$ cat src/rtl/posit_pkg.sv
// Shared types and constants for the posit SIMD operand decoder.
// Contents: precision codes, field widths, the stage-1 lane record and
//           lane-width / lane-enable lookups.
package posit_pkg;

    localparam int unsigned ES      = 2;   // exponent field width, every lane size
    localparam int unsigned SCALE_W = 8;   // signed per-lane scale width
    localparam int unsigned FRAC_W  = 28;  // per-lane fraction incl. hidden bit
    localparam int unsigned WORD_W  = 32;  // packed operand word width
    localparam int unsigned LANES   = 4;   // max lanes (4 x posit8)
    localparam int unsigned RUN_W   = 6;   // regime run length, up to 31

    typedef enum logic [1:0] {
        PRE_P8  = 2'b00,
        PRE_P16 = 2'b01,
        PRE_P32 = 2'b10,
        PRE_RSV = 2'b11
    } pre_e;

    // Per-lane state held between the two pipeline stages.
    typedef struct packed {
        logic              sign;
        logic              zero;
        logic              nar;
        logic [RUN_W-1:0]  run;
        logic [WORD_W-1:0] mag;
    } s1_lane_t;

    function automatic int unsigned lane_width(input pre_e pre);
        case (pre)
            PRE_P8:  return 8;
            PRE_P16: return 16;
            PRE_P32: return 32;
            default: return 0;
        endcase
    endfunction

    function automatic logic [LANES-1:0] lane_en_of(input pre_e pre);
        case (pre)
            PRE_P8:  return 4'b1111;
            PRE_P16: return 4'b0011;
            PRE_P32: return 4'b0001;
            default: return 4'b0000;
        endcase
    endfunction

endpackage

$ cat src/rtl/posit_lane_decode.sv
// Combinational decode of one posit lane of width W, split at the pipeline
// boundary: the front half (word_i -> sign/zero/nar/mag/run) feeds stage 1,
// the back half (mag_i/run_i -> scale/frac) runs in stage 2 on registered data.
// Ports: word_i raw lane; sign_o/zero_o/nar_o/mag_o/run_o stage-1 results;
//        mag_i/run_i registered stage-1 results; scale_o/frac_o decoded fields.
module posit_lane_decode
    import posit_pkg::*;
#(
    parameter int unsigned W = 8
) (
    input  logic [W-1:0]       word_i,
    output logic               sign_o,
    output logic               zero_o,
    output logic               nar_o,
    output logic [W-1:0]       mag_o,
    output logic [RUN_W-1:0]   run_o,
    input  logic [W-1:0]       mag_i,
    input  logic [RUN_W-1:0]   run_i,
    output logic [SCALE_W-1:0] scale_o,
    output logic [FRAC_W-1:0]  frac_o
);

    // Length of the run of identical bits directly below the sign position.
    function automatic logic [RUN_W-1:0] lead_run(input logic [W-1:0] mag);
        logic [RUN_W-1:0] n;
        logic             stop;
        n    = '0;
        stop = 1'b0;
        for (int i = int'(W) - 2; i >= 0; i--) begin
            if (stop || (mag[i] != mag[W-2])) begin
                stop = 1'b1;
            end else begin
                n = n + RUN_W'(1);
            end
        end
        return n;
    endfunction

    // Shift out sign, regime run and terminator; bits past the word end read 0.
    function automatic logic [SCALE_W+FRAC_W-1:0] extract(input logic [W-1:0]     mag,
                                                          input logic [RUN_W-1:0] run);
        logic [W-1:0]        rest;
        logic [W-1:0]        fbits;
        logic [W+FRAC_W-2:0] fwide;
        logic [ES-1:0]       e;
        logic [SCALE_W-1:0]  k;
        logic [SCALE_W-1:0]  scale;
        logic [FRAC_W-1:0]   frac;
        rest  = mag << ((RUN_W+1)'(run) + (RUN_W+1)'(2));
        e     = rest[W-1 -: ES];
        fbits = rest << ES;
        fwide = {fbits, {(FRAC_W-1){1'b0}}};
        frac  = {1'b1, fwide[W+FRAC_W-2 -: FRAC_W-1]};
        k     = mag[W-2] ? (SCALE_W'(run) - SCALE_W'(1)) : (SCALE_W'(0) - SCALE_W'(run));
        scale = (k << ES) + SCALE_W'(e);
        return {scale, frac};
    endfunction

    assign sign_o = word_i[W-1];
    assign zero_o = (word_i == '0);
    assign nar_o  = (word_i == {1'b1, {(W-1){1'b0}}});
    assign mag_o  = word_i[W-1] ? (~word_i + W'(1)) : word_i;
    assign run_o  = lead_run(mag_o);

    assign {scale_o, frac_o} = extract(mag_i, run_i);

endmodule

$ cat src/rtl/posit_simd_decoder.sv
// Two-stage valid/ready operand decoder for packed SIMD posits.
// S1: sign, two's complement and regime run count; S2: field extraction.
// Ports: clk/rst_n; in_valid/in_ready/in_data/in_pre input handshake;
//        out_valid/out_ready plus out_pre, out_lane_en, out_sign, out_zero,
//        out_nar, out_scale, out_frac (lane i at slice i) and out_err.
module posit_simd_decoder
    import posit_pkg::*;
(
    input  logic                       clk,
    input  logic                       rst_n,
    input  logic                       in_valid,
    output logic                       in_ready,
    input  logic [WORD_W-1:0]          in_data,
    input  logic [1:0]                 in_pre,
    output logic                       out_valid,
    input  logic                       out_ready,
    output logic [1:0]                 out_pre,
    output logic [LANES-1:0]           out_lane_en,
    output logic [LANES-1:0]           out_sign,
    output logic [LANES-1:0]           out_zero,
    output logic [LANES-1:0]           out_nar,
    output logic [LANES*SCALE_W-1:0]   out_scale,
    output logic [LANES*FRAC_W-1:0]    out_frac,
    output logic                       out_err
);

    pre_e     pre_in;
    logic     s1_adv, s2_adv;
    logic     s1_valid_q, s1_valid_d;
    logic     s2_valid_q, s2_valid_d;
    pre_e     s1_pre_q;
    s1_lane_t s1_lane_q [LANES];
    s1_lane_t s1_lane_d [LANES];

    logic [1:0]               pre_q;
    logic [LANES-1:0]         lane_en_q, lane_en_d;
    logic [LANES-1:0]         sign_q, sign_d;
    logic [LANES-1:0]         zero_q, zero_d;
    logic [LANES-1:0]         nar_q, nar_d;
    logic [LANES*SCALE_W-1:0] scale_q, scale_d;
    logic [LANES*FRAC_W-1:0]  frac_q, frac_d;
    logic                     err_q, err_d;

    // Per-instance decoder results for each lane size.
    logic [3:0]         p8_sign, p8_zero, p8_nar;
    logic [7:0]         p8_mag   [4];
    logic [RUN_W-1:0]   p8_run   [4];
    logic [SCALE_W-1:0] p8_scale [4];
    logic [FRAC_W-1:0]  p8_frac  [4];
    logic [1:0]         p16_sign, p16_zero, p16_nar;
    logic [15:0]        p16_mag   [2];
    logic [RUN_W-1:0]   p16_run   [2];
    logic [SCALE_W-1:0] p16_scale [2];
    logic [FRAC_W-1:0]  p16_frac  [2];
    logic               p32_sign, p32_zero, p32_nar;
    logic [31:0]        p32_mag;
    logic [RUN_W-1:0]   p32_run;
    logic [SCALE_W-1:0] p32_scale;
    logic [FRAC_W-1:0]  p32_frac;

    logic [SCALE_W-1:0] sel_scale [LANES];
    logic [FRAC_W-1:0]  sel_frac  [LANES];

    assign pre_in   = pre_e'(in_pre);
    assign s2_adv   = !s2_valid_q || out_ready;
    assign s1_adv   = !s1_valid_q || s2_adv;
    assign in_ready = s1_adv;

    for (genvar g = 0; g < 4; g++) begin : g_p8
        posit_lane_decode #(.W(8)) u_dec (
            .word_i  (in_data[8*g +: 8]),
            .sign_o  (p8_sign[g]),
            .zero_o  (p8_zero[g]),
            .nar_o   (p8_nar[g]),
            .mag_o   (p8_mag[g]),
            .run_o   (p8_run[g]),
            .mag_i   (s1_lane_q[g].mag[7:0]),
            .run_i   (s1_lane_q[g].run),
            .scale_o (p8_scale[g]),
            .frac_o  (p8_frac[g])
        );
    end

    for (genvar g = 0; g < 2; g++) begin : g_p16
        posit_lane_decode #(.W(16)) u_dec (
            .word_i  (in_data[16*g +: 16]),
            .sign_o  (p16_sign[g]),
            .zero_o  (p16_zero[g]),
            .nar_o   (p16_nar[g]),
            .mag_o   (p16_mag[g]),
            .run_o   (p16_run[g]),
            .mag_i   (s1_lane_q[g].mag[15:0]),
            .run_i   (s1_lane_q[g].run),
            .scale_o (p16_scale[g]),
            .frac_o  (p16_frac[g])
        );
    end

    posit_lane_decode #(.W(32)) u_p32 (
        .word_i  (in_data),
        .sign_o  (p32_sign),
        .zero_o  (p32_zero),
        .nar_o   (p32_nar),
        .mag_o   (p32_mag),
        .run_o   (p32_run),
        .mag_i   (s1_lane_q[0].mag),
        .run_i   (s1_lane_q[0].run),
        .scale_o (p32_scale),
        .frac_o  (p32_frac)
    );

    // Stage-1 lane mux on the incoming precision; unused slots stay zero.
    always_comb begin : s1_mux
        s1_valid_d = s1_adv ? in_valid : s1_valid_q;
        for (int i = 0; i < int'(LANES); i++) begin
            s1_lane_d[i] = '0;
        end
        case (pre_in)
            PRE_P8: begin
                for (int i = 0; i < 4; i++) begin
                    s1_lane_d[i] = '{sign: p8_sign[i], zero: p8_zero[i], nar: p8_nar[i],
                                     run: p8_run[i], mag: WORD_W'(p8_mag[i])};
                end
            end
            PRE_P16: begin
                for (int i = 0; i < 2; i++) begin
                    s1_lane_d[i] = '{sign: p16_sign[i], zero: p16_zero[i], nar: p16_nar[i],
                                     run: p16_run[i], mag: WORD_W'(p16_mag[i])};
                end
            end
            PRE_P32: begin
                s1_lane_d[0] = '{sign: p32_sign, zero: p32_zero, nar: p32_nar,
                                 run: p32_run, mag: p32_mag};
            end
            default: ;
        endcase
    end

    always_ff @(posedge clk or negedge rst_n) begin : s1_reg
        if (!rst_n) begin
            s1_valid_q <= 1'b0;
            s1_pre_q   <= PRE_P8;
            for (int i = 0; i < int'(LANES); i++) begin
                s1_lane_q[i] <= '0;
            end
        end else begin
            s1_valid_q <= s1_valid_d;
            if (s1_adv && in_valid) begin
                s1_pre_q  <= pre_in;
                s1_lane_q <= s1_lane_d;
            end
        end
    end

    // Stage-2 extract mux on the registered precision.
    always_comb begin : s2_mux
        for (int i = 0; i < int'(LANES); i++) begin
            sel_scale[i] = '0;
            sel_frac[i]  = '0;
        end
        case (s1_pre_q)
            PRE_P8: begin
                for (int i = 0; i < 4; i++) begin
                    sel_scale[i] = p8_scale[i];
                    sel_frac[i]  = p8_frac[i];
                end
            end
            PRE_P16: begin
                for (int i = 0; i < 2; i++) begin
                    sel_scale[i] = p16_scale[i];
                    sel_frac[i]  = p16_frac[i];
                end
            end
            PRE_P32: begin
                sel_scale[0] = p32_scale;
                sel_frac[0]  = p32_frac;
            end
            default: ;
        endcase
    end

    // Zero and NaR lanes, and inactive lanes, carry all-zero value fields.
    always_comb begin : s2_fields
        s2_valid_d = s2_adv ? s1_valid_q : s2_valid_q;
        lane_en_d  = lane_en_of(s1_pre_q);
        err_d      = (s1_pre_q == PRE_RSV);
        sign_d     = '0;
        zero_d     = '0;
        nar_d      = '0;
        scale_d    = '0;
        frac_d     = '0;
        for (int i = 0; i < int'(LANES); i++) begin
            zero_d[i] = lane_en_d[i] && s1_lane_q[i].zero;
            nar_d[i]  = lane_en_d[i] && s1_lane_q[i].nar;
            if (lane_en_d[i] && !s1_lane_q[i].zero && !s1_lane_q[i].nar) begin
                sign_d[i]                      = s1_lane_q[i].sign;
                scale_d[i*SCALE_W +: SCALE_W]  = sel_scale[i];
                frac_d[i*FRAC_W +: FRAC_W]     = sel_frac[i];
            end
        end
    end

    always_ff @(posedge clk or negedge rst_n) begin : s2_reg
        if (!rst_n) begin
            s2_valid_q <= 1'b0;
            pre_q      <= 2'b00;
            lane_en_q  <= '0;
            sign_q     <= '0;
            zero_q     <= '0;
            nar_q      <= '0;
            scale_q    <= '0;
            frac_q     <= '0;
            err_q      <= 1'b0;
        end else begin
            s2_valid_q <= s2_valid_d;
            if (s2_adv && s1_valid_q) begin
                pre_q     <= s1_pre_q;
                lane_en_q <= lane_en_d;
                sign_q    <= sign_d;
                zero_q    <= zero_d;
                nar_q     <= nar_d;
                scale_q   <= scale_d;
                frac_q    <= frac_d;
                err_q     <= err_d;
            end
        end
    end

    assign out_valid   = s2_valid_q;
    assign out_pre     = pre_q;
    assign out_lane_en = lane_en_q;
    assign out_sign    = sign_q;
    assign out_zero    = zero_q;
    assign out_nar     = nar_q;
    assign out_scale   = scale_q;
    assign out_frac    = frac_q;
    assign out_err     = err_q;

endmodule

$ cat config.mk
export PLATFORM = sky130hd
export DESIGN_NAME = posit_simd_decoder
export DESIGN_NICKNAME = d
export VERILOG_FILES = /design/src/rtl/posit_pkg.sv /design/src/rtl/posit_lane_decode.sv /design/src/rtl/posit_simd_decoder.sv
export SDC_FILE = /design/constraint.sdc
export NUM_CORES = 1
export LEC_CHECK = 0
export CORE_ASPECT_RATIO = 1.1
export CORE_MARGIN = 2
export CORE_UTILIZATION = 35
export DETAILED_ROUTE_END_ITERATION = 10
export HOLD_SLACK_MARGIN = 0.15
export PLACE_DENSITY = 0.57
export SLEW_MARGIN = 20
export SYNTH_ARGS = -nofsm -noshare
export SYNTH_HDL_FRONTEND = slang
export SYNTH_SLANG_ARGS = --single-unit
$ cat constraint.sdc
create_clock -name clk -period 3 [get_ports clk]
set_input_delay 0.9 -clock clk [delete_from_list [all_inputs] [get_ports clk]]
set_output_delay 0.9 -clock clk [all_outputs]
set_load 0.01 [all_outputs]
==> results.py, run 1 <==
metrics = {
    "layout": {
        "area_delta_synth_final_pct": 48.24,
        "layout.cells.non_filler": 4281,
        "nNetsFinal": 3612,
        "drive_gt1_share_pct": 33.56,
        "stdcell_area_um2": 31280,
        "fillCellCount": 5648,
        "seqCellArea_um2": 5280,
        "multiInputGateArea_um2": 16330,
    },
    "global_routing": {
        "antenna_found_initial": 2,
        "grt_pass1_vias": 23270,
        "grt_usage_pct": 25.37,
        "grt_start_max_net_pins": 75,
        "grt_overflow": 0,
        "grt_pass1_wl_um": 127200,
    },
    "routing": {
        "drc": 0,
        "routed_via_density": 5.461,
        "antenna_left": 0,
        "routed_wl_um": 81590,
        "drt-wirelength-per-cell_um": 19.06,
        "num_vias": 23380,
        "dr.pass1.iters": 5,
        "drt-initial-drc-count": 1628,
    },
    "synthesis": {
        "yosysWarnings": 0,
        "netlist_instances": 2707,
        "syn_avg_cell_area_um2": 7.794,
        "yosysSeqAreaShare_pct": 25.03,
        "synth_edf_count": 0,
        "synthesis.area_um2": 21100,
        "synth_cell_type_count": 107,
        "ys_async_sr_fraction_pct": 100.0,
        "synthFlopType": "dfrtp_1",
        "synth_seq_cells": 211,
    },
    "placement": {
        "portBuffers": 147,
        "place_area_um2": 28170,
        "dp_cells": 4125,
        "hpwl_um": 63780,
        "gp_congestion": 0.9620,
        "pre_cts_slack_ns": -12.74,
    },
    "sta": {
        "hold_violations": 0,
        "worstMarginPinSlew_ns": 0.7243,
        "setup_tns_ns": -89.07,
        "drv_slew": 0,
        "rsz0062_at_grt": "yes",
        "min_period_ns": 14.67,
        "final-setup-viol-count": 18,
        "slew_headroom_pct": 51.54,
        "max_freq_mhz": 68.16,
        "fin_hold_ws_ns": 0.3331,
        "finalWorstSetupSlack_ns": -11.67,
        "post-route-period-util_pct": 489.0,
        "clock_skew_ns": 0.01510,
    },
    "floorplan": {
        "dieArea_um2": 62270,
        "rows": 94,
        "coreArea_um2": 59750,
        "chipHeight_um": 261.5,
        "ios": 203,
        "die_w_um": 238.1,
        "start_util_pct": 35.31,
    },
    "status": {
        "violations": "setup timing",
        "status": "finished with violations",
    },
    "clock_tree": {
        "ctsHoldBuffers": 0,
        "clk_path_buf_depth": 3,
        "htree_levels": 1,
        "cts.sinks": 211,
        "clk_pin_slew_ns": 0.07,
        "clockRootBuffer": "clkbuf_16",
        "cts_buffers": 22,
        "clock_latency_ns": 0.53,
        "cts_tree": "done",
    },
    "critical_path": {
        "critical_path_class": "input port to register",
        "cp_max_fo": 5,
        "critPathMaxStageDelay_ns": 0.59,
        "cp_data_required_time_ns": 3.41,
        "timing.critical_path.mode_cell": "ha_4",
        "end_kind": "register",
        "cp-start-kind": "input port",
        "slowest_stage": "or4_4",
        "worstRegToRegCells": 10,
        "crit_arrival_ns": 15.08,
    },
    "power_and_ir_drop": {
        "power.density_nw_per_um2": 441.9,
        "peakVddDrop_uv": 380.2,
        "p_leak_nw": 13.96,
    },
    "run": {
        "drv_cap": 0,
    },
    "hold_path": {
        "hp-class": "input port to asynchronous set/reset pin",
    },
}
==> where the power goes <==
group | internal (mW) | switching [mW]
Clock | 1.66 | 1.20
Sequential | 3.22 | 0.320
Combinational | 3.60 | 3.83
Total | 8.48 | 5.34
==> cells by family after synthesis <==
logic type               share of synthesized area (%)
XOR/XNOR                                         9.221
adder cells (fa/ha/maj)                          4.768
other                                          0.01777
flip-flops                                       25.03
multiplexers                                     7.940
buffers and inverters                            6.660
AO/OA/AOI/OAI                                    22.31
AND/OR/NAND/NOR                                  24.06
==> metrics by stage <==
stage,power (mW),utilization [%]
finish,13.82,52.35
global route,14.68,52.34
CTS,13.51,51.05
detailed placement,10.19,47.16
global placement,10.06,47.16
floorplan,7.315,-
==> worst paths after layout <==
| kind | start | endpoint | slack, ns |
|---|---|---|---|
| setup / recovery | in_data[14] | s1_lane_q[156] | -11.67 |
| hold / removal | rst_n | out_frac[53] | 0.33 |
| setup reg to reg | s1_lane_q[156] | out_frac[21] | 0.22 |
| hold reg to reg | out_zero[2] | out_zero[2] | 0.47 |
| max in group asynchronous | rst_n | s1_lane_q[116] | 1.92 |
| min in group clk | out_zero[2] | out_zero[2] | 0.47 |
==> registers in the layout, indices dropped and copies added (netlist names), 2 cells and up <==
register / cells
out_scale: 32
out_nar: 4
out_lane_en: 3
s1_pre_q: 2
out_zero: 4
s1_lane_q: 100
out_sign: 4
out_frac: 57
out_pre: 2
==> cells in the mapped netlist (all sizes together) (39+ instances only) <==
cell	count	area (um^2)
a21oi	135	679.4
a22o	44	385.4
buf	101	673.2
clkbuf	114	427.9
dfrtp	211	5280
ha	78	975.9
inv	73	274.0
mux2	47	529.3
mux2i	101	1011
nand2	405	1523
nand3	84	437.9
nor2	223	842.1
nor3	58	305.3
o21ai	212	1061
o22ai	39	257.8
xnor2	151	1345
xor2	48	420.4
==> cell type report <==
class | count | share of cell area, %
Antenna cell | 3 | 0.02400
Clock buffer | 26 | 1.876
Clock inverter | 12 | 0.4841
Inverter | 81 | 1.068
Multi-Input combinational cell | 2254 | 52.21
Sequential cell | 211 | 16.88
Tap cell | 768 | 3.072
Timing Repair Buffer | 926 | 24.38
==> metal layers <==
metal / global-route usage (%) / vias to the layer above / wire [um]
li1: - / 11230 / -
met1: 32.98 / 11320 / 35730
met2: 44.64 / 662 / 39360
met3: 1.813 / 160 / 3710
met4: 8.646 / 0 / 2783
met5: 0 / - / 0
==> placed cells by master, fill, tap and decap left out, types with 13 or more instances in the layout <==
cell             count
o211ai_1            19
a21oi_1            110
and2_1              27
nand2b_1            21
o31ai_1             13
xnor2_2             19
nand3_1             76
nor2b_1             30
mux2_2              36
nor3_1              51
clkdlybuf4s50_1    114
ha_1                48
a31oi_1             19
or2_2               18
nand2_4             15
and3_1              24
a211oi_1            21
a22oi_1             20
nor2_1             200
nand2_1            381
clkbuf_16           23
dfrtp_1            211
o21ai_1             26
mux2i_1             97
inv_1               66
ha_4                29
o21ai_0            174
buf_6               73
xnor2_1            127
o22ai_1             38
a21o_1              26
o221ai_1            13
xor2_1              45
a21oi_2             20
buf_4              703
conb_1              55
o21a_1              16
a22o_1              44
nand4_1             25
or3_1               26
==> worst max-delay path, delay by kind of cell <==
kind / cells / cell delay (ns)
AO/OA/AOI/OAI: 27 / 4.03
multiplexers: 9 / 2.12
buffers and inverters: 3 / 0.57
AND/OR/NAND/NOR: 21 / 2.87
adder cells (fa/ha/maj): 18 / 4.58
==> what timing repair did <==
action | CTS | global route
resized for setup | 253 | 157
pin swaps | 122 | 92
setup endpoints to repair | 31 | 24
setup buffers | 125 | 27
Power figures use the tool's default switching activity.
==> run 2: changes to the inputs <==
- HOLD_SLACK_MARGIN: 0.15 -> 0.02
==> results of run 2 <==
No change in the layout: final DEF, timing and power equal those of run 1.
==> RTL change 1, RTL diff (settings of run 2) <==
The package constant `ES` goes from 2 to 1.
--- a/src/rtl/posit_pkg.sv
+++ b/src/rtl/posit_pkg.sv
@@ -5,3 +5,3 @@
 
-    localparam int unsigned ES      = 2;   // exponent field width, every lane size
+    localparam int unsigned ES      = 1;   // exponent field width, every lane size
     localparam int unsigned SCALE_W = 8;   // signed per-lane scale width
Function: changed (a bounded check fails within 4 cycles, from zero or initial values and one cycle with rst_n low).
==> RTL change 1 against run 2 <==
- the run still ends with setup timing left
- power down 2.5%
- cell area down 2.3%
- setup slack got worse by 0.64 ns
- non-clock buffer count is 28 lower
- clock skew is 0.0057 ns lower
- sequential cell count increased by 3
- synthesized area is 0.81% lower
- routed wire length is 5.2% lower
- largest cell class unchanged
==> RTL change 1: results <==
{
  "crit_start": "in_data[10]",
  "grt_pass1_wl_mm": 121,
  "p_leak_uw": 0.0136,
  "maxSlewHeadroom": 0.317,
  "yosysSeqAreaShare": 0.256,
  "io_buffers": 150,
  "drt-initial-drc-count": 1518,
  "gr-usage-all-layers": 0.241,
  "status": "finished, violations left",
  "vias": 22700,
  "hpwlAfterDp_mm": 61.2,
  "grt_pass1_vias": 22400,
  "setup_viol": 17,
  "ir_worst_vdd_v": 0.000390,
  "worst_path_largest_cell_delay_ns": 0.56,
  "antenna_found_initial": 4,
  "wl_mm": 77.3,
  "ys_types": 101,
  "synthTopCellsByCount": "nand2_1 (425), nor2_1 (235), dfrtp_1 (214)",
  "synth.top_cells.by_area": "dfrtp_1 (26%), nand2_1 (7.6%), xnor2_1 (6.2%)",
  "critPathTopFamily": "compound AO/OA/AOI/OAI gates",
  "firstDrtPassIters": 8,
  "violations": "setup timing",
  "finalNetCount": 3601,
  "largest_reg_flops": 100,
  "finClkSkew_ns": 0.00939,
  "cp_data_arrival_time_ns": 15.73,
  "n_fill_cell": 5608,
  "finalWorstSetupSlack_ns": -12.31
}
## RTL change 1: power groups by stage
stage               combinational (µW)  clock [µW]  sequential, µW
floorplan                         3650           0            3610
global placement                  6280           0            3610
detailed placement                6400           0            3630
CTS                               6750        2870            3570
global route                      7720        2980            3620
finish                            7090        2820            3570
## RTL change 1: what timing repair did
action,in CTS,in global routing
hold endpoints to repair,0,0
buffers inserted,77,29
gates resized for setup,184,128
endpoints found under the setup margin,34,21
pin swaps,85,116
## RTL change 1: logic make-up after synthesis
| family | count (synthesis) | share of synthesized area |
|---|---|---|
| AND/OR/NAND/NOR | 1035 | 0.229 |
| AO/OA/AOI/OAI | 719 | 0.226 |
| buffers and inverters | 289 | 0.0630 |
| XOR/XNOR | 240 | 0.109 |
| flip-flops | 214 | 0.256 |
| multiplexers | 135 | 0.0687 |
| adder cells (fa/ha/maj) | 82 | 0.0485 |
| other | 1 | 0.000179 |
## RTL change 1: worst paths after layout
check | slack [ns] | endpoint | cells past startpoint
max | -12.31 | s1_lane_q[159]$_DFFE_PN0P_ | 83
min | 0.25 | out_frac[83]$_DFFE_PN0P_ | 1
max reg2reg | 0.18 | out_frac[22]$_DFFE_PN0P_ | 10
min reg2reg | 0.48 | out_frac[16]$_DFFE_PN0P_ | 1
max in group asynchronous | 2.03 | s1_lane_q[88]$_DFFE_PN0P_ | 2
min in group clk | 0.48 | out_frac[16]$_DFFE_PN0P_ | 1
## RTL change 1: area by class of cell
type	instances	area [µm²]	area share
clock buffer	31	634	0.0208
timing repair buffer	898	7300	0.239
inverter	86	365	0.0120
antenna	1	2.50	0.0000819
multi-input combinational	2263	15800	0.518
sequential	214	5360	0.175
tap	768	961	0.0314
clock inverter	8	110	0.00360
## RTL change 1: metal layers
layer | GRT usage | vias to the layer above | share of wire
li1 | - | 11100 | -
met1 | 0.319 | 10900 | 0.45
met2 | 0.421 | 495 | 0.49
met3 | 0.0185 | 113 | 0.038
met4 | 0.0671 | 6 | 0.024
met5 | 0 | - | 0.00044
## RTL change 1: worst register-to-register path: stages (launching register included)
cell	delay [ns]
dfrtp_1	0.52
buf_4	0.26
and3_1	0.40
a211oi_1	0.11
mux2_2	0.31
a21oi_1	0.33
nor2_1	0.08
a21o_1	0.17
a21oi_1	0.19
o32ai_1	0.13
a22o_1	0.21
## RTL change 1: stage by stage
stage               cell area [µm²]  std cells  setup WS (ns)  total power, µW  hold slack [ns]
floorplan                     21800       2766         -12.44             7260            0.449
global placement              28100       4136         -13.12             9890            0.458
detailed placement            28100       4136         -13.47            10000            0.464
CTS                           29800       4251         -12.30            13200            0.235
global route                  30600       4268         -12.86            14300            0.259
finish                        30600       4269         -12.31            13500            0.246
==> RTL change 2, RTL diff (flow settings as in run 2) <==
Without the edit above. Put one more register stage on the output `out_err`. The value now appears one clock later. The other outputs are not delayed to match.
--- a/src/rtl/posit_simd_decoder.sv
+++ b/src/rtl/posit_simd_decoder.sv
@@ -236,3 +236,5 @@
     assign out_frac    = frac_q;
-    assign out_err     = err_q;
+    always_ff @(posedge clk) begin
+        out_err <= err_q;
+    end
 
Check against the original RTL: not equivalent (a bounded check fails within 4 cycles, from zero or initial values and one cycle with rst_n low).
==> RTL change 2 against run 2 <==
- the run still ends with setup timing left
- count of clock-buffer cells in the layout increased by 4
- power decreased by 2.4%
- first-iteration DRC count decreased by 21%
- routed wire length decreased by 4.0%
- fmax decreased by 4.9%
- setup slack got worse by 0.76 ns
- sequential cell count increased by 1
- sequential share of layout area increased by 0.17 points
- synthesized area increased by 0.65%
- cell area decreased by 0.62%
- utilization decreased by 0.42 points
- critical endpoint is now s1_lane_q[160]$_DFFE_PN0P_
- largest power group unchanged
- highest routed layer is now met5
==> RTL change 2: results <==
{
  "status": "finished, violations left",
  "violations": "setup timing",
  "gp_congestion": 0.938,
  "r2r_start": "s1_lane_q[155]$_DFFE_PN0P_",
  "grt_pass1_vias": 22600,
  "switching_share": 0.389,
  "cts_setup_buffers": 54,
  "met2_usage": 0.417,
  "ir_worst_vdd_v": 0.000416,
  "setup_viol": 18,
  "synth_cells": 2783,
  "p_leak_uw": 0.0137,
  "maxSlewHeadroom": 0.485,
  "numCtsBuffers": 21,
  "firstDrtPassIters": 7,
  "wl_met3_mm": 2.43,
  "reg2reg_setup_slack_ns": 0.30,
  "grt_pass1_wl_mm": 124,
  "drive_gt1_frac": 0.320,
  "drt-initial-drc-count": 1293,
  "gr-usage-met1": 0.327,
  "synthTopCellsByCount": "nand2_1 (429), nor2_1 (226), o21ai_0 (224)",
  "antenna_found_initial": 7,
  "grt_max_degree": 66,
  "dp_slack_ns": -13.81,
  "synth.top_cells.by_area": "dfrtp_1 (25%), nand2_1 (7.6%), xnor2_1 (5.7%)",
  "n_fill_cell": 5708,
  "finalWorstSetupSlack_ns": -12.43,
  "vias": 23000,
  "finalNetCount": 3658,
  "cp_slowest_cell": "or4b_4",
  "top_layer": "met5",
  "r2r_end": "out_frac[25]$_DFFE_PN0P_",
  "gr-usage-all-layers": 0.243,
  "crit_start": "in_data[4]",
  "wl_met2_mm": 37.7,
  "setup_tns_ns": -96.20,
  "dpl_cell_area_um2": 28600,
  "crit_fanout": 4,
  "met3_usage": 0.0157,
  "finClkSkew_ns": 0.0111
}
-- RTL change 2: kinds of logic (layout without fill, tap and decap cells) --
| group | count (synthesis) | count (layout) | share of synthesized area |
|---|---|---|---|
| compound gates | 724 | 724 | 0.223 |
| buf+inv | 316 | 1035 | 0.0672 |
| other cells | 1 | 58 | 0.000177 |
| xor+xnor | 224 | 224 | 0.0996 |
| mux | 133 | 133 | 0.0689 |
| simple gates | 1092 | 1092 | 0.245 |
| fa+ha+maj | 81 | 81 | 0.0474 |
| flops | 212 | 212 | 0.250 |
-- RTL change 2: layout make-up --
cell class	instances	area [µm²]	share of cell area
timing repair buffer	907	7450	0.240
inverter	91	369	0.0119
antenna	3	7.51	0.000242
sequential	212	5300	0.171
clock buffer	30	599	0.0193
multi-input combinational	2309	16300	0.525
tap	768	961	0.0309
clock inverter	7	73.8	0.00237
-- RTL change 2: power groups by stage --
| stage | Clock (µW) | Combinational [µW] | Sequential [µW] |
|---|---|---|---|
| floorplan | 0 | 3910 | 3510 |
| global placement | 0 | 6660 | 3510 |
| detailed placement | 0 | 6790 | 3530 |
| CTS | 2710 | 7110 | 3470 |
| global route | 2820 | 8090 | 3520 |
| finish | 2630 | 7390 | 3470 |
-- RTL change 2: worst min path at each step --
stage | from | endpoint | slack (ns) | depth (start not counted)
3_5_place_dp | err_q$_DFFE_PN0P_ | out_err$_DFF_P_ | 0.36 | 0
3_3_place_gp | err_q$_DFFE_PN0P_ | out_err$_DFF_P_ | 0.36 | 0
6_report | rst_n | out_frac[55]$_DFFE_PN0P_ | 0.30 | 1
2_1_floorplan | err_q$_DFFE_PN0P_ | out_err$_DFF_P_ | 0.35 | 0
5_1_grt | rst_n | out_frac[55]$_DFFE_PN0P_ | 0.32 | 1
4_1_cts | rst_n | out_frac[55]$_DFFE_PN0P_ | 0.31 | 1
